**src/rtl/sig_complement_pipe.sv**
```systemverilog
// sig_complement_pipe: pipelined two's-complement unit for the FP add/sub
// significand path. Per transaction it passes, negates, takes the absolute
// value of, or conditionally negates the extended significand, and reports
// sign, overflow (negating the most-negative value) and zero flags alongside
// a sideband tag. A global-stall valid/ready handshake lets the downstream
// adder hold the whole pipe.
//
// Optional build macro SIG_COMPLEMENT_SAT_EN: when defined, an overflowing
// negation saturates to the maximum positive value instead of wrapping.
module sig_complement_pipe #(
  parameter  int SIG_BITS = 23,
  parameter  int STAGES   = 2,
  parameter  int TAG_BITS = 4,
  localparam int W        = SIG_BITS + 4
) (
  input  logic                clk,
  input  logic                rst_n,
  input  logic                in_valid,
  output logic                in_ready,
  input  logic [1:0]          mode,
  input  logic                comp,
  input  logic [W-1:0]        operand,
  input  logic [TAG_BITS-1:0] tag_in,
  output logic                out_valid,
  input  logic                out_ready,
  output logic [W-1:0]        result,
  output logic                sign_out,
  output logic                ovf,
  output logic                zero,
  output logic [TAG_BITS-1:0] tag_out
);

  localparam logic [W-1:0] MOST_NEG = {1'b1, {(W-1){1'b0}}};
`ifdef SIG_COMPLEMENT_SAT_EN
  localparam logic [W-1:0] MAX_POS  = {1'b0, {(W-1){1'b1}}};
`endif

  logic                adv_s;
  logic                neg_s;
  logic [W-1:0]        inv_s;
  logic                ovf_s;
  logic                sign_s;

  // Values presented to the last stage by whatever precedes it
  logic                last_v_s;
  logic [W-1:0]        sum_s;
  logic                last_ovf_s;
  logic                last_sign_s;
  logic [TAG_BITS-1:0] last_tag_s;
  logic [W-1:0]        fin_s;

  // Global stall: everything advances unless a result is waiting unread
  assign adv_s    = !out_valid | out_ready;
  assign in_ready = adv_s;

  // Decode the mode into a negate decision plus the per-transaction flags
  always_comb begin
    neg_s  = 1'b0;
    inv_s  = operand;
    case (mode)
      2'b00:   neg_s = 1'b0;
      2'b01:   neg_s = 1'b1;
      2'b10:   neg_s = operand[W-1];
      2'b11:   neg_s = comp;
      default: neg_s = 1'b0;
    endcase
    if (neg_s) begin
      inv_s = ~operand;
    end else begin
      inv_s = operand;
    end
    ovf_s  = neg_s & (operand == MOST_NEG);
    sign_s = (mode == 2'b10) & operand[W-1];
  end

  if (STAGES == 1) begin : g_one
    // Single stage: the whole +1 happens ahead of the output register
    assign last_v_s    = in_valid;
    assign sum_s       = inv_s + {{(W-1){1'b0}}, neg_s};
    assign last_ovf_s  = ovf_s;
    assign last_sign_s = sign_s;
    assign last_tag_s  = tag_in;
  end else begin : g_two
    // Two stages: the +1 ripples through the low half first, the carry is
    // registered, and the upper half absorbs it in the output stage.
    localparam int LO = (W + 1) / 2;
    localparam int HI = W - LO;

    logic                v1_r;
    logic [HI-1:0]       hi1_r;
    logic [LO-1:0]       lo1_r;
    logic                c1_r;
    logic                ovf1_r;
    logic                sign1_r;
    logic [TAG_BITS-1:0] tag1_r;
    logic [LO:0]         lo_sum_s;

    assign lo_sum_s = {1'b0, inv_s[LO-1:0]} + {{LO{1'b0}}, neg_s};

    // Stage 1: valid follows the input on advance; payload loads only when valid
    always_ff @(posedge clk or negedge rst_n) begin
      if (!rst_n) begin
        v1_r    <= 1'b0;
        hi1_r   <= {HI{1'b0}};
        lo1_r   <= {LO{1'b0}};
        c1_r    <= 1'b0;
        ovf1_r  <= 1'b0;
        sign1_r <= 1'b0;
        tag1_r  <= {TAG_BITS{1'b0}};
      end else if (adv_s) begin
        v1_r <= in_valid;
        if (in_valid) begin
          hi1_r   <= inv_s[W-1:LO];
          lo1_r   <= lo_sum_s[LO-1:0];
          c1_r    <= lo_sum_s[LO];
          ovf1_r  <= ovf_s;
          sign1_r <= sign_s;
          tag1_r  <= tag_in;
        end
      end
    end

    assign last_v_s    = v1_r;
    assign sum_s       = {hi1_r + {{(HI-1){1'b0}}, c1_r}, lo1_r};
    assign last_ovf_s  = ovf1_r;
    assign last_sign_s = sign1_r;
    assign last_tag_s  = tag1_r;
  end

  // Final value: wrapped sum, or clamp to max positive on overflow when enabled
  always_comb begin
    fin_s = sum_s;
`ifdef SIG_COMPLEMENT_SAT_EN
    if (last_ovf_s) begin
      fin_s = MAX_POS;
    end else begin
      fin_s = sum_s;
    end
`endif
  end

  // Output stage: registers result and flags; holds everything while stalled
  always_ff @(posedge clk or negedge rst_n) begin
    if (!rst_n) begin
      out_valid <= 1'b0;
      result    <= {W{1'b0}};
      sign_out  <= 1'b0;
      ovf       <= 1'b0;
      zero      <= 1'b0;
      tag_out   <= {TAG_BITS{1'b0}};
    end else if (adv_s) begin
      out_valid <= last_v_s;
      if (last_v_s) begin
        result   <= fin_s;
        sign_out <= last_sign_s;
        ovf      <= last_ovf_s;
        zero     <= (fin_s == {W{1'b0}});
        tag_out  <= last_tag_s;
      end
    end
  end

endmodule

```
**config.mk**
```make
export PLATFORM = sky130hd
export DESIGN_NAME = sig_complement_pipe
export DESIGN_NICKNAME = d
export VERILOG_FILES = /design/src/rtl/sig_complement_pipe.sv
export SDC_FILE = /design/constraint.sdc
export NUM_CORES = 1
export LEC_CHECK = 0
export CAP_MARGIN = 15
export CORE_MARGIN = 8
export CORE_UTILIZATION = 52
export DETAILED_ROUTE_END_ITERATION = 8
export GPL_ROUTABILITY_DRIVEN = 0
export PLACE_DENSITY = 0.9
export SLEW_MARGIN = 20
export SYNTH_ARGS = -nofsm -noshare
export SYNTH_HDL_FRONTEND = slang
export SYNTH_SLANG_ARGS = --single-unit
```
**constraint.sdc**
```tcl
create_clock -name clk -period 2.57 [get_ports clk]
set_clock_uncertainty 0.2 [all_clocks]
set_input_delay 0.514 -clock clk [delete_from_list [all_inputs] [get_ports clk]]
set_output_delay 0.514 -clock clk [all_outputs]
set_load 0.005 [all_outputs]
```
Yosys cells after proc, flatten, opt, wreduce, memory -nomap -nowiden

Index checks and enable logic that the tools add are counted.

Flip-flop bits (word level): 70
Output and inout bits: 36
Logic and storage cells: 30

$add $sub $neg: 2
Equal/unequal tests: 4
Multiplexer cells: 2
Bitwise gates (word level): 4
Reduce and logical (&&, ||, !) cells: 5

Operators by type and width:

| operator                                                        | count |
|---|---|
| 27-bit == test, second input constant                           | 1 |
| 27-bit logical NOT                                              | 1 |
| 27-bit two-way mux                                              | 1 |
| 27-bit NOT                                                      | 1 |
| 14-bit by 1-bit adder with 15-bit output                        | 1 |
| 13-bit by 1-bit adder with 13-bit output                        | 1 |
| 2-bit == test, second input constant                            | 2 |
| 1-bit one-hot mux with 4 select lines                           | 1 |
| 2-bit AND reduction                                             | 2 |
| 1-bit AND                                                       | 2 |
| 2-bit by 1-bit == test with 1-bit output, second input constant | 1 |
| 2-bit logical NOT                                               | 1 |
| 1-bit logical NOT                                               | 1 |
| 1-bit bitwise OR                                                | 1 |

Longest topological paths before layout

Gate-level depths: netlist of run 1.

Word-level depth: 4
Mapped depth: 13
Gate-level depth less buffers: 10

Worst setup path after synthesis of run 1

OpenSTA, ideal clock, no wires.

Path kind: input to register
Start point: in operand[26]
End point: reg g_two.lo1_r[11]
Setup time: 135 ps
Arrival: 2623 ps
Data required time: 2235 ps
Path slack: -388 ps
Stages on the path: 13
Path buffers: 3
Path through: buf_2 -> a21o_1 -> nand2_2 -> inv_1 -> buf_2 -> buf_4 -> ha_1 -> nand2_1 -> or2_2 -> mux2i_1 -> nand4_1 -> xnor2_1 -> o21ai_0

Longest elaborated chain between the ends: 3

Ends and longest elaborated chain:

| what                                         | line | source |
|---|---|---|
| start, declared                              | 22   | `input logic [W-1:0] operand,` |
| 1-bit one-hot mux with 4 select lines (*)    | 60   | `case (mode)` |
| 27-bit two-way mux                           | 67   | `if (neg_s) begin` |
| 14-bit by 1-bit adder with 15-bit output (*) | 98   | `assign lo_sum_s = {1'b0, inv_s[LO-1:0]} + {{LO{1'b0}}, neg_s};` |
| end signal, assigned                         | 105  | `lo1_r <= {LO{1'b0}};` |
| end signal, assigned                         | 114  | `lo1_r <= lo_sum_s[LO-1:0];` |
| end, declared                                | 91   | `logic [LO-1:0] lo1_r;` |

Every way passes the cells marked *; elsewhere a longest branch is shown, timed or not.
A chain may end at the register's enable or synchronous reset.

Final worst setup path of run 1

Same ends and word-level chain as after synthesis.

==> impl_metrics.py, run 1 <==
metrics = {
    "timing": {
        "finalHoldViolations": 0,
        "slew_headroom_pct": 63.3,
        "timing.final.crit_period_ns": 2.45,
        "setup_violations": 0,
        "fin_crit_sh_pct": 95.4,
        "fmax_mhz": 408,
        "worst_pin_slew_ns": 0.546,
        "fin_ws_ns": 0.118,
        "whs_ns": 0.279,
        "finalMaxSlewViolations": 0,
    },
    "global_route": {
        "grt_pass1_wl_mm": 16.0,
        "overflow": 0,
        "grt_max_degree": 71,
        "grt_use_total_pct": 20.1,
        "grt_antenna_before_repair": 0,
        "first_global_vias": 3298,
    },
    "min_path": {
        "worstHoldPathType": "flop to flop",
        "hold_depth": 2,
    },
    "floorplanning": {
        "die_area_um2": 10100,
        "start_util_pct": 52.4,
        "die_y_um": 101,
        "chipWidth_um": 101,
        "io-pin-count": 74,
        "core_area_um2": 7100,
        "row_count": 31,
    },
    "finish": {
        "areaGrowthSynthToFinish_pct": 36.4,
        "nFillCells": 507,
        "final_net_count": 518,
        "finish.utilization_pct": 71.5,
        "drive_above_1_share_pct": 20.0,
        "instances_no_fill": 579,
        "n_antenna_cell": 0,
    },
    "worst_setup_path": {
        "required_ns": 2.60,
        "reg2reg_setup_slack_ns": 0.19,
        "cp_cell_sequence": "clkdlybuf4s50_1 > a21o_1 > nand2_4 > inv_4 > ha_4 > nand2b_1 > or2_4 > mux2i_2 > nand4_1 > xnor2_1 > o21ai_1",
        "r2r_start": "g_two.hi1_r[0]$_DFFE_PN0P_",
        "critPathArrivalTime_ns": 2.48,
        "crit_path_max_incr_delay_ns": 0.47,
        "crit_path_max_fanout": 4,
        "reg2reg_depth": 7,
        "worstSetupEndpoint": "g_two.lo1_r[11]$_DFFE_PN0P_",
        "startpoint": "operand[26]",
        "crit_type": "primary input to flop",
        "crit_path_start_kind": "primary input",
        "r2r-end": "zero$_DFFE_PN0P_",
        "end_kind": "flop",
        "slowest_stage": "clkdlybuf4s50_1",
    },
    "detailed_routing": {
        "ant_nets": 0,
        "wire_per_inst_um": 16.6,
        "drt_iter0_drc": 205,
        "viasPerCell": 5.53,
        "drc": 0,
        "via_count": 3203,
        "routed_wl_mm": 9.60,
        "drtPass1Iterations": 5,
    },
    "synth": {
        "synth.area.top_cells": "dfrtp_1 47%, mux2_2 8.5%, xnor2_1 7.3%",
        "syn_avg_cell_area_um2": 9.89,
        "synth_commonest_cells": "70 x dfrtp_1, 56 x nand2_1, 41 x o21ai_0, 31 x xnor2_1, 28 x mux2_2",
        "post_synth_inst_count": 376,
        "synthesis.area_um2": 3720,
        "syn-num-nets": 418,
        "yosysTopAreaCell": "dfrtp_1",
        "synth_seq_area_share_pct": 47.1,
        "synth_cell_types": 48,
        "ys_warn_count": 0,
        "synth-edff-count": 0,
        "yosysMostFrequentCell": "dfrtp_1",
        "postSynth.asyncResetShare_pct": 100,
        "synth_top_area_share_pct": 47.1,
        "synthFlopType": "dfrtp_1",
        "synth_seq_cells": 70,
    },
    "power_and_ir_drop": {
        "p_sw_mw": 1.08,
        "p_int_mw": 2.70,
        "power_density_nw_per_um2": 744,
        "p_comb_share_pct": 30.8,
        "peakVddDrop_mv": 0.364,
        "seqPwrFrac_pct": 42.4,
        "power_frac_clock_pct": 26.8,
        "swShare_pct": 28.5,
        "total_power_mw": 3.78,
        "p_leak_nw": 2.15,
    },
    "place": {
        "dp_slack_ns": -0.381,
        "dp_cells": 562,
        "port_buffers": 73,
        "post-dp-hpwl_mm": 7.00,
    },
    "clocking": {
        "cts_num_sinks": 70,
        "clk_pin_slew_ns": 0.08,
        "cts_buffers": 9,
        "clock_latency_ns": 0.35,
        "clockRootBuffer": "clkbuf_8",
        "clk_path_buf_depth": 2,
        "cts_tree": "yes",
        "h-tree-depth": 3,
    },
    "job": {
        "max-cap-violations": 0,
    },
    "run_status": {
        "status": "completed",
    },
}
## placed cells by master, fill, tap and decap left out, drive strengths merged, types with 3 or more instances in the layout
master	n
nor4	9
clkdlybuf4s50	70
a31oi	5
nand4	5
mux2	28
inv	10
nor3	9
mux2i	3
a211oi	3
a21oi	9
ha	4
nand2	57
o21a	4
and3	4
clkbuf	11
nor2	10
buf	37
o31ai	6
xor2	9
dfrtp	70
o21ai	42
xnor2	31
nand3	8
or2	3
## sequential cells by signal, summed over array words and instances, names as in the netlist
signal         cells
ovf                1
result            27
tag_out            4
sign_out           1
zero               1
g_two.sign1_r      1
g_two.c1_r         1
g_two.ovf1_r       1
g_two.tag1_r       4
g_two.hi1_r       13
g_two.v1_r         1
out_valid          1
g_two.lo1_r       14
## final cells by class
cell class	instances	area [um2]	area share (%)
clock buffers	11	151	2.98
well taps	99	124	2.44
inverters	10	40.0	0.789
clock inverters	4	70.1	1.38
flip-flops and latches	70	1750	34.5
repair buffers	110	1050	20.7
multi-input cells	275	1890	37.2
## power groups by stage
stage / Combinational [mW] / Sequential, mW / Clock, mW
floorplan: 0.525 / 1.59 / 0
CTS: 1.18 / 1.60 / 1.02
finish: 1.16 / 1.60 / 1.01
global placement: 1.13 / 1.60 / 0
detailed placement: 1.17 / 1.62 / 0
global route: 1.26 / 1.64 / 1.07
## timing repair
item	in CTS	in global routing
buffers inserted	0	1
hold buffers	1	0
endpoints found under the setup margin	1	10
pin swaps	0	3
hold endpoints to repair	65	0
resized for setup	1	4
## how the worst min path moves through the flow
stage / from / endpoint / slack [ns]
floorplan: rst_n / g_two.c1_r$_DFFE_PN0P_ / 0.02
global placement: result[20]$_DFFE_PN0P_ / result[20]$_DFFE_PN0P_ / 0.26
detailed placement: result[22]$_DFFE_PN0P_ / result[22]$_DFFE_PN0P_ / 0.27
CTS: zero$_DFFE_PN0P_ / zero$_DFFE_PN0P_ / 0.29
global route: result[22]$_DFFE_PN0P_ / result[22]$_DFFE_PN0P_ / 0.31
finish: result[18]$_DFFE_PN0P_ / result[18]$_DFFE_PN0P_ / 0.28
## worst max-delay path, delay by kind of cell
kind / cells / cell delay [ns]
adders and majority gates: 1 / 0.17
and+or+nand+nor: 4 / 0.60
xor gates and xnor gates: 1 / 0.20
muxes: 1 / 0.19
AOI/OAI and AO/OA: 2 / 0.26
buffers and inverters: 2 / 0.55
## stage by stage
| step | instance area, um2 | TNS, ns |
|---|---|---|
| 2_1_floorplan | 3790 | -0.0118 |
| 3_3_place_gp | 4810 | -2.17 |
| 3_5_place_dp | 4810 | -3.81 |
| 4_1_cts | 5050 | 0 |
| 5_1_grt | 5070 | -0.00651 |
| 6_report | 5070 | 0 |
## cells by family (layout without fill, tap and decap cells)
group	after synthesis	after routing	share of synthesized area, %
compound gates	82	82	13.9
xor+xnor	40	40	9.42
buf+inv	31	135	3.70
mux	31	31	9.28
fa+ha+maj	4	4	1.35
flops	70	70	47.1
simple gates	118	118	15.3
## layer usage
layer / vias to the layer above / routed length (um) / GRT usage, %
met1: 1528 / 3760 / 22.8
met3: 26 / 502 / 4.01
met2: 118 / 5060 / 34.9
met4: 0 / 271 / 9.88
li1: 1531 / - / -
met5: - / 0 / 0
(Power assumes the default switching activity.)
==> inputs of run 2 (changes only) <==
--- a/config.mk
+++ b/config.mk
@@ -6,11 +6,12 @@
 export NUM_CORES = 1
 export LEC_CHECK = 0
 export CAP_MARGIN = 15
-export CORE_MARGIN = 8
-export CORE_UTILIZATION = 52
+export CORE_MARGIN = 2
+export CORE_UTILIZATION = 63
 export DETAILED_ROUTE_END_ITERATION = 8
+export DONT_BUFFER_PORTS = 1
 export GPL_ROUTABILITY_DRIVEN = 0
-export PLACE_DENSITY = 0.9
+export PLACE_DENSITY = 0.89
 export SLEW_MARGIN = 20
 export SYNTH_ARGS = -nofsm -noshare
 export SYNTH_HDL_FRONTEND = slang
==> impl_metrics.py, run 2 (synthesis gave the netlist of run 1 again) <==
metrics = {
    "run_status": {
        "status": "completed",
    },
    "detailed_routing": {
        "viasPerCell": 6.06,
        "drc": 0,
        "drtPass1Iterations": 4,
        "wire_per_inst_um": 17.0,
        "drt_iter0_drc": 133,
        "routed_wl_mm": 7.69,
        "ant_nets": 0,
        "via_count": 2745,
    },
    "timing": {
        "finalMaxSlewViolations": 0,
        "rsz0062_at_grt": "false",
        "finalHoldViolations": 0,
        "setup_violations": 0,
        "fmax_mhz": 472,
        "fin_crit_sh_pct": 82.5,
        "slew_headroom_pct": 58.5,
        "finalSetupTns_ns": 0,
        "timing.final.crit_period_ns": 2.12,
        "worst_pin_slew_ns": 0.621,
        "whs_ns": 0.114,
    },
    "finish": {
        "drive_above_1_share_pct": 17.3,
        "multiInputGateArea_um2": 1870,
        "instances_no_fill": 453,
        "mostFrequentLayoutCells": "70 x dfrtp_1, 54 x nand2_1, 40 x o21ai_0",
        "areaGrowthSynthToFinish_pct": 9.05,
        "register_area_um2": 1750,
        "top_register": "result",
        "final_common_cell": "dfrtp_1",
        "final_net_count": 418,
        "n_antenna_cell": 0,
        "largest_register_ffs": 27,
        "nFillCells": 419,
        "top_regs": "result x27, g_two.lo1_r x14, g_two.hi1_r x13",
    },
    "floorplanning": {
        "chipWidth_um": 80.8,
        "die_y_um": 80.8,
        "io-pin-count": 74,
        "start_util_pct": 66.3,
        "row_count": 27,
        "core_area_um2": 5610,
        "die_area_um2": 6540,
    },
    "clocking": {
        "clockRootBuffer": "clkbuf_8",
        "cts_num_sinks": 70,
        "cts_hold_buffers": 2,
        "postCtsSetupBuffers": 0,
        "cts_tree": "yes",
        "clock_latency_ns": 0.34,
        "cts_resized": 0,
        "clk_path_buf_depth": 2,
        "cts_buffers": 9,
        "h-tree-depth": 3,
        "clk_pin_slew_ns": 0.08,
    },
    "worst_setup_path": {
        "end_kind": "flop",
        "required_ns": 2.62,
        "critPathArrivalTime_ns": 2.17,
        "crit_path_max_fanout": 4,
        "crit_type": "flop to flop",
        "crit_path_start_kind": "flop",
        "reg2reg_depth": 7,
    },
    "global_route": {
        "grt_use_total_pct": 25.3,
        "grt_antenna_before_repair": 0,
        "grtUsageMet1_pct": 30.1,
        "grt_busiest_layer": "met2",
        "use_met3_pct": 8.56,
        "grt_pass1_wl_mm": 12.4,
        "overflow": 0,
        "first_global_vias": 2717,
        "use_met2_pct": 41.4,
        "grt_max_degree": 71,
    },
    "min_path": {
        "hold_depth": 1,
        "worstHoldPathType": "primary input to flop",
    },
    "job": {
        "max-cap-violations": 0,
    },
    "place": {
        "port_buffers": 0,
        "dp_cells": 435,
        "post-dp-hpwl_mm": 5.72,
    },
    "power_and_ir_drop": {
        "power_density_nw_per_um2": 784,
        "p_leak_nw": 1.69,
        "peakVddDrop_mv": 0.442,
    },
}
==> run 2: final timing paths <==
| path | start | endpoint | slack, ns |
|---|---|---|---|
| min in group asynchronous | rst_n | g_two.hi1_r[10]$_DFFE_PN0P_ | 0.53 |
| worst max register to register | g_two.c1_r$_DFFE_PN0P_ | zero$_DFFE_PN0P_ | 0.45 |
| max in group asynchronous | rst_n | g_two.lo1_r[12]$_DFFE_PN0P_ | 1.36 |
| worst min-delay path | tag_in[3] | g_two.tag1_r[3]$_DFFE_PN0P_ | 0.11 |
| worst min register to register | g_two.sign1_r$_DFFE_PN0P_ | g_two.sign1_r$_DFFE_PN0P_ | 0.29 |
| worst max-delay path | g_two.c1_r$_DFFE_PN0P_ | zero$_DFFE_PN0P_ | 0.45 |
==> run 2: metrics by stage <==
step           area (um2)  setup slack (ns)  total power [mW]  util (%)
5_1_grt              4060             0.232              3.37      72.3
4_1_cts              4060             0.411              3.20      72.3
3_5_place_dp         3810             0.144              2.27      68.0
6_report             4060             0.450              3.18      72.3
2_1_floorplan        3790           -0.0118              2.11         -
3_3_place_gp         3810             0.238              2.22      68.0
==> run 2: area by class of cell <==
cell class | count | area share [%]
Clock buffer | 10 | 3.39
Clock inverter | 6 | 1.70
Timing Repair Buffer | 10 | 2.41
Tap cell | 72 | 2.22
Inverter | 10 | 0.987
Sequential cell | 70 | 43.2
Multi-Input combinational cell | 275 | 46.1
==> run 2: critical path, stage by stage, from the launching register on <==
cell	delay [ns]
dfrtp_1	0.38
ha_1	0.21
ha_1	0.23
and2_1	0.23
o21ai_0	0.15
nor4_1	0.35
nand2_1	0.10
o31ai_1	0.19
==> run 2: power breakdown <==
part / switching [mW] / internal, mW
logic: 0.291 / 0.319
registers: 0.265 / 1.40
clock network: 0.428 / 0.479
total: 0.984 / 2.19
==> run 2: layer usage <==
layer	up-vias	share of wire [%]
met5	-	0
met4	0	1.8
met3	15	7.4
met2	97	49
met1	1302	42
li1	1331	-
==> inputs of run 3 (changes only) <==
==> constraint.sdc (replaced) <==
create_clock -name clk -period 1.98 [get_ports clk]
set_clock_uncertainty 0.2 [all_clocks]
set_input_delay 0.396 -clock clk [delete_from_list [all_inputs] [get_ports clk]]
set_output_delay 0.396 -clock clk [all_outputs]
set_load 0.005 [all_outputs]
==> impl_metrics.py, run 3 (synthesis gave the netlist of run 1 again) <==
metrics = {
    "worst_setup_path": {
        "required_ns": 2.04,
        "end_kind": "flop",
        "reg2reg_setup_slack_ns": 0.05,
        "worstPathBufferInverterCount": 0,
        "cp_cell_sequence": "ha_4 > ha_4 > nor4_4 > nand2_1 > nor4_2 > nand2_1 > o31ai_2",
        "critPathTopFamily": "simple AND/OR/NAND/NOR gates",
        "crit_path_max_incr_delay_ns": 0.41,
        "critPathArrivalTime_ns": 1.99,
        "crit_type": "flop to flop",
        "crit_path_start_kind": "flop",
        "crit_path_max_fanout": 3,
        "slowest_stage": "dfrtp_1",
    },
    "detailed_routing": {
        "routed_wl_mm": 8.38,
        "drc": 0,
        "drtPass1Iterations": 4,
        "viasPerCell": 6.08,
        "wire_per_inst_um": 17.7,
        "drt_iter0_drc": 161,
        "ant_nets": 0,
        "via_count": 2884,
    },
    "timing": {
        "setup_violations": 0,
        "whs_ns": -0.468,
        "finalHoldViolations": 70,
        "fin_ws_ns": 0.0545,
        "fin_crit_sh_pct": 97.2,
        "finalMaxSlewViolations": 0,
        "timing.final.crit_period_ns": 1.93,
        "fmax_mhz": 519,
        "rsz0062_at_grt": "true",
        "worst_pin_slew_ns": 0.505,
        "slew_headroom_pct": 65.5,
    },
    "place": {
        "dp_cells": 449,
        "dp_slack_ns": -0.234,
        "dpl_cell_area_um2": 3950,
        "port_buffers": 0,
        "post-dp-hpwl_mm": 5.90,
    },
    "floorplanning": {
        "core_area_um2": 5610,
        "start_util_pct": 66.3,
        "die_y_um": 80.8,
        "row_count": 27,
        "die_area_um2": 6540,
        "chipWidth_um": 80.8,
        "io-pin-count": 74,
    },
    "finish": {
        "nFillCells": 364,
        "register_area_um2": 1750,
        "final_common_cell": "dfrtp_1",
        "mostFrequentLayoutCells": "68 x dfrtp_1, 54 x nand2_1, 37 x o21ai_0",
        "design_area_um2": 4310,
        "multiInputGateArea_um2": 1950,
        "drive_above_1_share_pct": 23.6,
        "final_net_count": 439,
        "areaGrowthSynthToFinish_pct": 15.9,
        "top_register": "result",
        "largest_register_ffs": 27,
        "n_antenna_cell": 0,
        "instances_no_fill": 474,
        "top_regs": "result x27, g_two.lo1_r x14, g_two.hi1_r x13",
    },
    "power_and_ir_drop": {
        "p_leak_nw": 1.80,
        "power_density_nw_per_um2": 995,
        "swShare_pct": 30.1,
        "p_comb_share_pct": 19.9,
        "peakVddDrop_mv": 0.602,
        "power_frac_clock_pct": 29.4,
        "seqPwrFrac_pct": 50.7,
        "total_power_mw": 4.29,
        "p_sw_mw": 1.29,
        "p_int_mw": 3.00,
    },
    "global_route": {
        "grt_use_total_pct": 27.1,
        "overflow": 0,
        "grt_antenna_before_repair": 0,
        "grt_max_degree": 71,
        "grt_pass1_wl_mm": 13.3,
        "first_global_vias": 2842,
    },
    "clocking": {
        "cts_num_sinks": 70,
        "clockRootBuffer": "clkbuf_8",
        "clock_latency_ns": 0.35,
        "h-tree-depth": 3,
        "clk_path_buf_depth": 2,
        "cts_buffers": 9,
        "cts_tree": "yes",
        "clk_pin_slew_ns": 0.08,
    },
    "run_status": {
        "status": "complete, but fails checks",
        "violations": "negative hold slack",
    },
    "min_path": {
        "worstHoldPathType": "primary input to asynchronous set/reset pin",
    },
    "job": {
        "max-cap-violations": 0,
    },
}
[run 3: per-layer routing]
layer  vias to the layer above  part of all wire, %  routed length (um)  track usage, %
met5                         -                    0                   0               0
met4                         0                  1.8                 149            9.49
met3                        19                  6.6                 552            8.33
met2                       106                   52                4330            46.9
met1                      1389                   40                3350            31.9
li1                       1370                    -                   -               -
[run 3: cell type report]
class | instances | area share (%)
Sequential cell | 70 | 40.7
Clock buffer | 10 | 2.96
Timing Repair Buffer | 31 | 5.92
Clock inverter | 6 | 2.18
Tap cell | 72 | 2.09
Inverter | 10 | 0.929
Multi-Input combinational cell | 275 | 45.2
[run 3: repair_timing]
action,in CTS,in global routing
endpoints found under the setup margin,3,6
gates resized for setup,6,8
pin swaps,2,5
hold buffers,3,1
hold endpoints to repair,73,71
setup buffers,0,5
[run 3: stage by stage]
stage	setup TNS (ns)	util, %
after global placement	-0.954	70.4
final	0	76.9
after detailed placement	-1.91	70.4
after global routing	-0.109	76.9
after floorplan	-4.60	-
after CTS	0	75.3
[run 3: path summary, 6_finish.rpt]
kind,from,end,cells after the start
max,g_two.hi1_r[0]$_DFFE_PN0P_,zero$_DFFE_PN0P_,7
max in group asynchronous,rst_n,g_two.lo1_r[12]$_DFFE_PN0P_,0
min,rst_n,result[23]$_DFFE_PN0P_,0
max reg2reg,g_two.hi1_r[0]$_DFFE_PN0P_,zero$_DFFE_PN0P_,7
min in group clk,mode[1],g_two.sign1_r$_DFFE_PN0P_,2
min reg2reg,g_two.sign1_r$_DFFE_PN0P_,g_two.sign1_r$_DFFE_PN0P_,2
[run 3: power groups by stage]
stage | clock (mW) | combinational (mW) | sequential, mW
2_1_floorplan | 0 | 0.689 | 2.06
3_3_place_gp | 0 | 0.762 | 2.17
3_5_place_dp | 0 | 0.805 | 2.19
4_1_cts | 1.28 | 0.828 | 2.17
5_1_grt | 1.35 | 0.955 | 2.23
6_report | 1.26 | 0.852 | 2.18
